--- config.mk ---
export PLATFORM = sky130hd
export DESIGN_NAME = fifo_stream_drain
export DESIGN_NICKNAME = d
export VERILOG_FILES = /design/src/rtl/fifo_stream_drain.sv
export SDC_FILE = /design/constraint.sdc
export NUM_CORES = 1
export LEC_CHECK = 0
export ABC_AREA = 1
export CORE_MARGIN = 4
export CORE_UTILIZATION = 52
export DETAILED_ROUTE_END_ITERATION = 10
export GPL_TIMING_DRIVEN = 0
export PLACE_DENSITY = 0.79
export SLEW_MARGIN = 20
export SYNTH_ARGS = -nofsm -noshare
export SYNTH_HDL_FRONTEND = slang
export SYNTH_SLANG_ARGS = --single-unit
--- constraint.sdc ---
create_clock -name clk -period 2 [get_ports clk]
set_clock_uncertainty 0.05 [all_clocks]
set_input_delay 0.6 -clock clk [delete_from_list [all_inputs] [get_ports clk]]
set_output_delay 0.6 -clock clk [all_outputs]
set_load 0.005 [all_outputs]
--- src/rtl/fifo_stream_drain.sv ---
// Drains words from fifo_sync onto a valid/ready stream and groups them into
// fixed-length packets, with a 3-entry queue absorbing the FIFO read latency.
module fifo_stream_drain #(
    parameter int DATA_WIDTH = 8,
    parameter int PKT_LEN    = 4,
    parameter int CNT_WIDTH  = 16
) (
    input  logic                  clk,
    input  logic                  rst,
    input  logic                  enable,
    input  logic                  fifo_empty,
    input  logic [DATA_WIDTH-1:0] fifo_dout,
    output logic                  fifo_rd_en,
    output logic [DATA_WIDTH-1:0] m_data,
    output logic                  m_valid,
    input  logic                  m_ready,
    output logic                  m_last,
    output logic [CNT_WIDTH-1:0]  pkt_count
);

    localparam int BW = (PKT_LEN > 1) ? $clog2(PKT_LEN) : 1;
    localparam logic [BW-1:0]        LAST_BEAT = BW'(PKT_LEN - 1);
    localparam logic [BW-1:0]        BEAT_ONE  = BW'(1);
    localparam logic [CNT_WIDTH-1:0] CNT_ONE   = CNT_WIDTH'(1);

    logic [2:0][DATA_WIDTH-1:0] r_q;
    logic [2:0][DATA_WIDTH-1:0] w_q_nxt;
    logic [1:0]                 r_occ;
    logic [1:0]                 w_occ_nxt;
    logic [1:0]                 w_wr_idx;
    logic                       r_inflight;
    logic [BW-1:0]              r_beat;
    logic [CNT_WIDTH-1:0]       r_pkt_cnt;
    logic                       w_push;
    logic                       w_pop;

    // Credit uses only registered occupancy so m_ready never reaches fifo_rd_en.
    assign fifo_rd_en = !rst && enable && !fifo_empty &&
                        (({1'b0, r_occ} + {2'b00, r_inflight}) < 3'd3);

    assign m_valid   = (r_occ != 2'd0);
    assign m_data    = r_q[0];
    assign m_last    = m_valid && (r_beat == LAST_BEAT);
    assign pkt_count = r_pkt_cnt;

    assign w_pop     = m_valid && m_ready;
    assign w_push    = r_inflight;
    assign w_wr_idx  = r_occ - {1'b0, w_pop};
    assign w_occ_nxt = r_occ + {1'b0, w_push} - {1'b0, w_pop};

    // Head-aligned queue: pop shifts toward entry 0, push lands after the survivors.
    always_comb begin
        w_q_nxt = r_q;
        if (w_pop) begin
            w_q_nxt[0] = r_q[1];
            w_q_nxt[1] = r_q[2];
        end
        if (w_push) begin
            w_q_nxt[w_wr_idx] = fifo_dout;
        end
    end

    always_ff @(posedge clk) begin
        if (rst) begin
            r_q        <= '0;
            r_occ      <= 2'd0;
            r_inflight <= 1'b0;
            r_beat     <= '0;
            r_pkt_cnt  <= '0;
        end else begin
            r_q        <= w_q_nxt;
            r_occ      <= w_occ_nxt;
            r_inflight <= fifo_rd_en;
            if (w_pop) begin
                if (m_last) begin
                    r_beat    <= '0;
                    r_pkt_cnt <= r_pkt_cnt + CNT_ONE;
                end else begin
                    r_beat    <= r_beat + BEAT_ONE;
                end
            end
        end
    end

endmodule

==> metrics.cfg <==
[worst_setup_path]
r2r-start = r_occ[0]
endpoint = fifo_rd_en
ff2ff_path_depth = 10
endpoint_kind = primary output
r2r-end = r_occ[1]
critical_path_cell_count = 4
crit_buf_inv = 1
slowest_stage = dfxtp_4
crit_family = adder cells
worst_ep_arrival_time_ns = 1.43
crit_top_cell = ha_4
ff2ff_setup_slack_ns = 0.14
cp.required_ns = 1.35
crit_path_start_kind = flip-flop
worstPathMaxFanout = 2
critPathKind = reg2out
timing.critical_path.from = r_inflight
crit_chain = ha_4 > ha_4 > a2111oi_4 > buf_2
max_stage_delay_ns = 0.35

[yosys]
synth_top_family_by_area = simple AND/OR/NAND/NOR gates
yosys_warnings = 0
yosys.area_share.adder_pct = 2.77
synthCells = 329
synthTopCellsByArea = dfxtp_1 (40%), nand2_1 (11%), nor2_1 (10%)
syn_area_um2 = 2250
synth-seq-cells = 45
synth_mux_area_share_pct = 0
synthDominantCellAreaShare_pct = 40.0
ys.flop_type = dfxtp_1
synth_compound_area_share_pct = 12.0
synthSimpleGateAreaFrac_pct = 33.0
synth_edf_count = 0
yosysUniqueCellTypes = 29
synthMostInstantiatedCell = nand2_1
synth_seq_area_share_pct = 40.0
async_flop_share_pct = 0
syn_avg_cell_area_um2 = 6.85
synth_xor_area_share_pct = 1.17
yosysTopAreaCell = dfxtp_1
synth_nets = 347
synthTopCellsByCount = nand2_1 (69), nor2_1 (62), dfxtp_1 (45), inv_1 (37), o21ai_0 (32)

[drt]
wl_per_cell_um = 12.4
avgViaCountPerCell = 5.18
first_pass_iters = 4
drt_iter0_drc = 160
routed_wl_um = 5290
drc_errors = 0
vias = 2212
antenna_left = 0

[power]
p_leak_nw = 1.18
ir_drop_uv = 637
p_per_area_nw_per_um2 = 772

[die]
die_x_um = 73.8
initial_utilization_pct = 55.2
ios = 40
std_cell_rows = 23
die-height_um = 73.8
coreArea_um2 = 4090
die-area_um2 = 5450

[grt]
track_usage_pct = 20.4
grt_pass1_wl_um = 8640
antenna_found_initial = 0
grt_pass1_vias = 1974
gr-total-overflow = 0
grt_max_degree = 13

[final_layout]
drive_gt1_share_pct = 12.5
nets = 395
diodes = 0
area_growth_syn_to_layout_pct = 27.6
nFillCells = 342
fin_area_um2 = 2880
stdcell_count = 427

[cts]
h-tree-depth = 2
cts.clk_slew.worst_paths_ns = 0.08
cts_tree = built
cts_root_buf = clkbuf_8
cts.path.max_buffers = 2
ctsHoldBuffers = 0
cts_inserted_buffers = 5
clk_latency_ns = 0.30
cts_num_sinks = 45

[timing]
min_period_ns = 2.08
fin_crit_sh_pct = 104
final_max_slew_viol_count = 0
setup_viol = 1
fmaxAchievable_mhz = 480
hold_viol = 0
relSlewSlack_pct = 66.2
fin_ws_ns = -0.0833
rsz0062_at_grt = true
whs_ns = 0.401
worstMarginPinSlew_ns = 0.508

[worst_hold_path]
hold_path_class = reg2reg
hold_start = r_q[16]

[placed_design]
hpwl_um = 3580
gp_congestion = 0.895
port_buffers = 39
place_inst = 418
place_area_um2 = 2710

[status]
status = complete, but fails checks
violations = negative setup slack

[run]
drv_cap = 0

==> cell type report <==
type                            instances  area, um2  area share (%)
Buffer                                 17        111            3.87
Clock buffer                            7       86.3            3.00
Inverter                               38        143            4.96
Multi-Input combinational cell        229       1170            40.8
Sequential cell                        45        912            31.7
Tap cell                               50       62.6            2.17
Timing Repair Buffer                   41        389            13.5
==> sequential cells by signal (all words and copies together), names as in the netlist <==
| signal | cells |
|---|---|
| pkt_count | 16 |
| r_beat | 2 |
| m_data | 8 |
| r_occ | 2 |
| r_inflight | 1 |
| r_q | 16 |
==> worst min-delay path by stage <==
stage	endpoint	slack, ns	cells after the start
6_report	r_q[16]	0.40	2
5_1_grt	r_q[22]	0.43	2
4_1_cts	r_q[22]	0.40	2
3_5_place_dp	r_q[16]	0.39	2
3_3_place_gp	r_q[22]	0.39	2
2_1_floorplan	r_q[16]	0.37	2
==> power by group <==
group	internal (W)	total [W]	leakage, nW	switching [W]
logic	0.000279	0.000625	0.767	0.000346
clock network	0.000274	0.000568	0.0443	0.000293
registers	0.000970	0.00103	0.367	0.0000607
total	0.00152	0.00222	1.18	0.000700
==> kinds of logic (layout without fill, tap and decap cells) <==
| kind of cell | after synthesis | count (layout) |
|---|---|---|
| AOI/OAI and AO/OA | 51 | 51 |
| xor gates and xnor gates | 3 | 3 |
| adders and majority gates | 5 | 5 |
| buffers and inverters | 55 | 103 |
| DFF | 45 | 45 |
| and+or+nand+nor | 170 | 170 |
==> metal layers <==
layer	wire length [um]	part of all wire, %	vias to the layer above	GRT usage [%]
li1	-	-	1140	-
met4	99	1.9	0	7.85
met1	2420	46	993	27.4
met5	0	0	-	0
met3	362	6.8	9	5.20
met2	2410	46	70	31.4
==> layout by cell type, fill, tap and decap left out, drive strengths merged, types with 4 or more instances in the layout <==
cell,instances
clkdlybuf4s50,32
dfxtp,45
buf,17
o21ai,32
clkbuf,11
ha,5
nand2,71
inv,38
nor3,4
dlygate4sd2,5
a21oi,15
nor2,64
nand3,18
nand4,10
==> stage by stage <==
step           power (W)  setup WS, ns  util (%)  TNS (ns)
6_report         0.00222       -0.0833      70.4   -0.0833
5_1_grt          0.00235        -0.139      70.4    -0.149
3_3_place_gp     0.00158        -0.873      66.3    -11.33
3_5_place_dp     0.00158        -0.924      66.3    -11.51
2_1_floorplan    0.00139        0.0702         -         0
4_1_cts          0.00220        -0.111      70.1    -0.111
==> tightest hold or removal path, cell delays in order (launching register included) <==
cell and delay, ns:
dfxtp_1 0.30, inv_1 0.05, a21oi_1 0.05
==> repair_timing <==
action | CTS | global route
buffers inserted | 2 | 0
endpoints found under the hold margin | 0 | 0
setup endpoints to repair | 16 | 15
pin swaps | 3 | 1
resized for setup | 26 | 9
No activity file was read; power rests on OpenSTA's default activity.
